$ cat config.mk
export PLATFORM = sky130hd
export DESIGN_NAME = action_selector
export DESIGN_NICKNAME = d
export VERILOG_FILES = /design/src/rtl/rl_pkg.sv /design/src/rtl/action_selector_lfsr16.sv /design/src/rtl/action_selector.sv
export SDC_FILE = /design/constraint.sdc
export NUM_CORES = 1
export LEC_CHECK = 0
export CORE_ASPECT_RATIO = 0.75
export CORE_MARGIN = 1
export CORE_UTILIZATION = 60
export CTS_BUF_LIST = sky130_fd_sc_hd__clkbuf_2
export DETAILED_ROUTE_END_ITERATION = 8
export PLACE_DENSITY = 0.87
export SYNTH_ARGS = -nofsm -noshare
export SYNTH_HDL_FRONTEND = slang
export SYNTH_SLANG_ARGS = --single-unit
$ cat constraint.sdc
create_clock -name clk -period 3.8 [get_ports clk]
set_input_delay 1.14 -clock clk [delete_from_list [all_inputs] [get_ports clk]]
set_output_delay 1.14 -clock clk [all_outputs]
set_load 0.1 [all_outputs]
$ cat src/rtl/rl_pkg.sv
// Shared definitions for the Q-learning datapath: widths, action codes,
// the action selector FSM states and grid row/column helpers.
package rl_pkg;

    localparam int STATE_W = 6;
    localparam int ACT_W   = 4;
    localparam int Q_W     = 16;

    localparam logic [ACT_W-1:0] ACT_UP    = 4'b0000;
    localparam logic [ACT_W-1:0] ACT_DOWN  = 4'b0001;
    localparam logic [ACT_W-1:0] ACT_LEFT  = 4'b0010;
    localparam logic [ACT_W-1:0] ACT_RIGHT = 4'b0011;

    typedef enum logic [3:0] {
        S_IDLE,
        S_DECIDE,
        S_EXPLORE,
        S_READ0,
        S_READ1,
        S_READ2,
        S_READ3,
        S_LAST,
        S_DONE
    } sel_state_t;

    function automatic logic [2:0] state_row(input logic [STATE_W-1:0] s);
        return s[5:3];
    endfunction

    function automatic logic [2:0] state_col(input logic [STATE_W-1:0] s);
        return s[2:0];
    endfunction

    // True when taking action a from cell s stays on the 8x8 grid.
    function automatic logic act_legal(input logic [STATE_W-1:0] s, input logic [1:0] a);
        case (a)
            2'd0:    return state_row(s) != 3'd0;
            2'd1:    return state_row(s) != 3'd7;
            2'd2:    return state_col(s) != 3'd0;
            default: return state_col(s) != 3'd7;
        endcase
    endfunction

endpackage

$ cat src/rtl/action_selector_lfsr16.sv
// Free-running 16-bit Fibonacci LFSR (taps 16,14,13,11), shifts every cycle.
module lfsr16 #(
    parameter logic [15:0] SEED = 16'hACE1
) (
    input  logic        clk,
    input  logic        rst_n,
    output logic [15:0] value
);

    // Shift left, feeding back the XOR of the tap bits.
    always_ff @(posedge clk or negedge rst_n) begin
        if (!rst_n) begin
            value <= SEED;
        end else begin
            value <= {value[14:0], value[15] ^ value[13] ^ value[12] ^ value[10]};
        end
    end

endmodule

$ cat src/rtl/action_selector.sv
// Epsilon-greedy action selector. On start it snapshots the state and the
// LFSR, then either picks a random action or scans the four Q-values of the
// state and returns the signed argmax (ties to the lowest index).
// Optional define ACTION_MASK_EN excludes actions that would leave the grid.
module action_selector
    import rl_pkg::*;
#(
    parameter logic [15:0] LFSR_SEED = 16'hACE1
) (
    input  logic                  clk,
    input  logic                  rst_n,
    input  logic                  start,
    input  logic [STATE_W-1:0]    current_state,
    input  logic [7:0]            epsilon,
    output logic                  q_rd_en,
    output logic [STATE_W+1:0]    q_addr,
    input  logic signed [Q_W-1:0] q_rdata,
    output logic [ACT_W-1:0]      action,
    output logic                  action_valid,
    output logic                  explored,
    output logic                  busy
);

    sel_state_t            state;
    logic [STATE_W-1:0]    st_q;
    logic [7:0]            rnd_q;
    logic [1:0]            rpick_q;
    logic signed [Q_W-1:0] best_q;
    logic [1:0]            best_idx_q;
    logic                  have_best_q;
    logic [15:0]           lfsr_val;
    logic                  lfsr_unused;

    logic [1:0]            cap_idx;
    logic                  cap_ok;
    logic                  take;
    logic [1:0]            fin_idx;
    logic [1:0]            explore_pick;

    lfsr16 #(.SEED(LFSR_SEED)) u_lfsr (
        .clk   (clk),
        .rst_n (rst_n),
        .value (lfsr_val)
    );

    assign lfsr_unused = ^lfsr_val[15:10];

    // Running argmax: the value arriving this cycle belongs to the action read one cycle earlier.
    always_comb begin
        case (state)
            S_READ1: cap_idx = 2'd0;
            S_READ2: cap_idx = 2'd1;
            S_READ3: cap_idx = 2'd2;
            default: cap_idx = 2'd3;
        endcase
`ifdef ACTION_MASK_EN
        cap_ok = act_legal(st_q, cap_idx);
`else
        cap_ok = 1'b1;
`endif
        take    = cap_ok && (!have_best_q || (q_rdata > best_q));
        fin_idx = take ? cap_idx : best_idx_q;
    end

    // Random pick, stepped forward past off-grid actions when masking is on.
    always_comb begin
        explore_pick = rpick_q;
`ifdef ACTION_MASK_EN
        for (int unsigned i = 0; i < 3; i++) begin
            if (!act_legal(st_q, explore_pick)) begin
                explore_pick = explore_pick + 2'd1;
            end
        end
`endif
    end

    // Decision FSM with registered outputs.
    always_ff @(posedge clk or negedge rst_n) begin
        if (!rst_n) begin
            state        <= S_IDLE;
            st_q         <= '0;
            rnd_q        <= '0;
            rpick_q      <= '0;
            best_q       <= '0;
            best_idx_q   <= '0;
            have_best_q  <= 1'b0;
            q_rd_en      <= 1'b0;
            q_addr       <= '0;
            action       <= '0;
            action_valid <= 1'b0;
            explored     <= 1'b0;
            busy         <= 1'b0;
        end else begin
            action_valid <= 1'b0;
            case (state)
                S_IDLE: begin
                    if (start) begin
                        st_q        <= current_state;
                        rnd_q       <= lfsr_val[7:0];
                        rpick_q     <= lfsr_val[9:8];
                        have_best_q <= 1'b0;
                        busy        <= 1'b1;
                        state       <= S_DECIDE;
                    end
                end
                S_DECIDE: begin
                    if (rnd_q < epsilon) begin
                        state <= S_EXPLORE;
                    end else begin
                        q_rd_en <= 1'b1;
                        q_addr  <= {st_q, 2'd0};
                        state   <= S_READ0;
                    end
                end
                S_EXPLORE: begin
                    action       <= {{(ACT_W-2){1'b0}}, explore_pick};
                    explored     <= 1'b1;
                    action_valid <= 1'b1;
                    state        <= S_DONE;
                end
                S_READ0: begin
                    q_addr <= {st_q, 2'd1};
                    state  <= S_READ1;
                end
                S_READ1, S_READ2, S_READ3: begin
                    if (take) begin
                        best_q      <= q_rdata;
                        best_idx_q  <= cap_idx;
                        have_best_q <= 1'b1;
                    end
                    if (state == S_READ1) begin
                        q_addr <= {st_q, 2'd2};
                        state  <= S_READ2;
                    end else if (state == S_READ2) begin
                        q_addr <= {st_q, 2'd3};
                        state  <= S_READ3;
                    end else begin
                        q_rd_en <= 1'b0;
                        state   <= S_LAST;
                    end
                end
                S_LAST: begin
                    action       <= {{(ACT_W-2){1'b0}}, fin_idx};
                    explored     <= 1'b0;
                    action_valid <= 1'b1;
                    state        <= S_DONE;
                end
                S_DONE: begin
                    busy  <= 1'b0;
                    state <= S_IDLE;
                end
                default: state <= S_IDLE;
            endcase
        end
    end

endmodule

# Word-level counts from Yosys, hierarchy flattened
# Index checks and enable logic that the tools add are counted.
# op_classes
bitwise_logic	3
reduce_logical	16
eq_ne	14
mul	0
n_addsub	0
n_lt_le_gt_ge	2
muxes	23
div	0
shift	0
# ops
cell	n
$mux W8	3
$pmux W8 S3	1
$pmux W4 S5	1
$eq A4 B3 Y1 const B	4
$gt A16 B16 Y1	1
$ne A2 B2 Y1 const B	5
$mux W1	9
$eq A4 B2 Y1 const B	2
$lt A8 B8 Y1	1
$pmux W1 S2	4
$pmux W4 S2	1
$reduce_bool A2 Y1	4
$pmux W2 S3	1
$reduce_and A2 Y1	3
$reduce_and A3 Y1	2
$eq A4 B1 Y1 const B	1
$eq A4 B4 Y1 const B	1
$logic_not A4 Y1	1
$mux W2	2
$mux W4	1
$reduce_and A4 Y1	1
$ne A3 B3 Y1 const B	1
$reduce_bool A3 Y1	1
$reduce_or A3 Y1	1
other kinds (4)	6
# totals
inputBits	33
n_memories	0
rom_bits	0
latchBits	0
ff_bits	71
elab_cells	72
mem_bits_rw	0
out_inout_bits	16

# Logic depth before layout (Yosys ltp)
# depth
word_depth	4
ltp_mapped	9
depth_no_buf	8

# Cells and area by module
# From an unflattened synthesis, not the netlist that was laid out.
# hier_totals
cells_unflattened	259
area_unflattened_um2	3236.9
# by_module_without_submodules
mod	n_inst	area_per_inst_um2	cells_per_inst	seq_area_each_um2
action_selector	1	2800.2	240	1326.3
lfsr16	1	436.7	19	410.4

# Worst setup path after synthesis
# No wires, ideal clock.
# synth_timing
path_type	input-to-reg
startpoint	input port q_rdata[13]
endpoint	register best_q[10]
path_buffers	1
cell_stages	7
setup_ns	0.125
t_arrival_ns	2.911
required_ns	3.675
setup_slack_ns	0.764
path_cell_list	ha_1 -> a21o_1 -> a221o_1 -> o31a_4 -> nand3b_4 -> buf_6 -> mux2_4
# synth_via
elab_chain_cells	3
# synth_lines
element	line	text
start: declaration	action_selector.sv:17	input logic signed [Q_W-1:0] q_rdata,
$gt A16 B16 Y1	action_selector.sv:61	take = cap_ok && (!have_best_q || (q_rdata > best_q));
$logic_or A1 B1 Y1	action_selector.sv:61	
$reduce_and A2 Y1 (no source line)	-	
end signal: assignment	action_selector.sv:127	best_q <= q_rdata;
end: declaration	action_selector.sv:28	logic signed [Q_W-1:0] best_q;
# Every way passes these cells.
# A chain may end at the register's enable or synchronous reset.

# Worst setup path after layout
# layout_timing
startpoint	input port q_rdata[5]
endpoint	register best_q[3]
# Same word-level chain as after synthesis.

==> metrics.txt <==
fmax 319.6 MHz; fraction of layout instances using a drive strength above 1 0.2578; top post-synthesis cells by area dfrtp_1 (47%), mux2_2 (9.7%), ha_1 (8.8%), dfstp_2 (6.5%), mux2_4 (4.6%); Worst Path Required 4.20 ns; final WL 6359 µm; Root Driver clkbuf_2; CP arrival 3.53 ns; synthesized area 0.003254 mm²; pin count of the biggest net entering global routing 70; drt pass-1 iters 5; distinct cell type count after synthesis 45; Final ANT Viol Nets 0; site row count 22; first-pass GRT wire length 10,610 µm; fin. max-slew vios 0; Post-Syn Instances 266; Clock Power Share 0.107; Residual DRC 0; Internal 1.669 mW; setup bufs post-CTS 0; EDFF count, synth 0; post-route setup TNS 0 ns; Critical path origin q_rdata[5]; 1st-iter DRT viols 197; Initial Util 0.6425; placer congestion estimate 0.7803; CP endpoint kind flop; library cell with the largest summed area after synthesis dfrtp_1; non-filler instance count after layout 394; CP Max Fanout 16; Max-Slew Margin vs Limit 0.4406; Yosys reg bits 69; asr flop ratio synth 1.000; overall power 3.132 mW; power share of the combinational group 0.525; Die Span X 87.04 µm; Setup Skew 0.02951 ns; placed cell count 378; Area growth, synth to finish 17.19%; sequential fraction of design power 0.369; HP Start u_lfsr.value[6]; Worst-path clk slew 0.19 ns; CTS Buffer Depth 2; most instantiated cells after synthesis dfrtp_1 (61), inv_1 (28), mux2_2 (28); initial antenna violation count 0; predominant post-synthesis flop cell dfrtp_1; Via density 5.482; switch share 0.4670; post-synthesis sequential area ratio 0.5336; Psw 1.463 mW; Final Hold Vio Count 0; Resized cells post-CTS 0; Final Cycle Share 0.8233; die footprint 0.005725 mm²; Die Height 65.78 µm; Critical Path Start Type input pin; gr ovfl total 0; TritonCTS buffer count 9; Total GRT Usage 0.2570; IO Pins 49; Layout Utilization 0.7530; H-tree depth 3; Clock Latency Late Sink 0.50 ns; HP Class reg -> reg; final net count 373; status finished, final reports clean; Setup-failing EPs final 0; unrepaired setup endpoints after global routing false; Core Region 0.005065 mm²; ANT cells 0; post-synth top area share 0.4691; Peak VDD IR 808.7 µV; Port Buf Inserts 46; slew of the pin with the lowest slew margin 0.8391 ns; fill count 369; wire per inst 16.14 µm; CTS tree done; clock sink total 69; most common cell in the synthesized netlist dfrtp_1; number of global-route vias before repair 2,181; Leakage 1.887 nW; Reg2Reg Launch Point state[0]; PD cells 821.2 mW/mm²; YS warnings 0; maxcap violations 0; WS Path Type in -> reg; Tmin final 3.129 ns; dpl hpwl 4671 µm; Vias 2,160; mean area per synthesized cell 12.23 µm²; CTS Hold Bufs 0
layout make-up:
class,instances,area (µm²),share of cell area
tap,72,90.09,0.02362
clock buffer,11,55.05,0.01444
clock inverter,5,28.78,0.007546
inverter,28,105.1,0.02756
sequential,69,1737,0.4554
multi-input combinational,162,1370,0.3593
timing repair buffer,47,427.9,0.1122
placed cells by master, fill, tap and decap left out, types with 8 or more instances in the layout:
cell type	synthesis	routed
buf_4	2	15
ha_1	23	23
a21oi_1	12	12
inv_1	28	28
nor2_1	20	20
dfstp_2	8	8
o21ai_0	14	14
mux2_4	10	10
dfrtp_1	61	61
clkbuf_2	0	11
clkdlybuf4s50_1	0	31
mux2_2	28	28
path summary, 6_finish.rpt:
path	endpoint	slack, ns	cells after the start
worst max-delay path	best_q[3]	0.67	8
worst min-delay path	u_lfsr.value[7]	0.36	0
worst max register to register	q_addr[4]	1.33	6
worst min register to register	u_lfsr.value[7]	0.36	0
max in group asynchronous	state[3]	2.43	2
min in group asynchronous	best_q[5]	0.82	2
cells by family after synthesis:
logic type                 after synthesis  share of synthesized area
muxes                                   39                     0.1461
AOI/OAI and AO/OA                       46                    0.09497
DFF                                     69                     0.5336
buffers and inverters                   36                    0.04652
xor gates and xnor gates                 4                    0.01077
adders and majority gates               23                    0.08843
and+or+nand+nor                         48                    0.07843
other                                    1                   0.001152
per-stage QoR:
stage,cell area (µm²),hold slack [ns],worst slack [ns]
6_report,3814,0.3613,0.6713
5_1_grt,3814,0.3451,0.5674
4_1_cts,3814,0.3653,0.6999
3_5_place_dp,3730,0.3394,0.1388
3_3_place_gp,3730,0.3424,0.2108
2_1_floorplan,3258,0.3330,0.7643
metal layers:
layer / vias up / GRT usage / part of all wire / wire, µm
met3: 11 / 0.07865 / 0.046 / 295
met2: 57 / 0.3888 / 0.48 / 3022
met5: - / 0.01010 / 0 / 0
met4: 0 / 0.09375 / 0.012 / 76
li1: 1034 / - / - / -
met1: 1058 / 0.3514 / 0.47 / 2964
sequential cells by signal, indices dropped and copies added, names as in the netlist:
name / cells
have_best_q: 1
q_rd_en: 1
action: 2
explored: 1
st_q: 6
best_q: 16
u_lfsr.value: 16
state: 4
rnd_q: 8
busy: 1
action_valid: 1
q_addr: 8
best_idx_q: 2
explore_pick: 2
power by group through the flow:
stage	Sequential (mW)	Combinational, mW	Clock [mW]
final	1.15	1.64	0.335
after global routing	1.18	1.76	0.383
after CTS	1.15	1.65	0.346
after detailed placement	1.16	1.64	0
after global placement	1.15	1.58	0
after floorplan	1.58	0.854	0
critical path, stage by stage:
cell and delay [ns]:
clkdlybuf4s50_1 0.43, ha_1 0.32, a21oi_1 0.14, o21ai_0 0.12, a221o_1 0.36, o31a_4 0.38, nand3b_4 0.25, mux2_2 0.37
No activity file was read; power rests on OpenSTA's default activity.
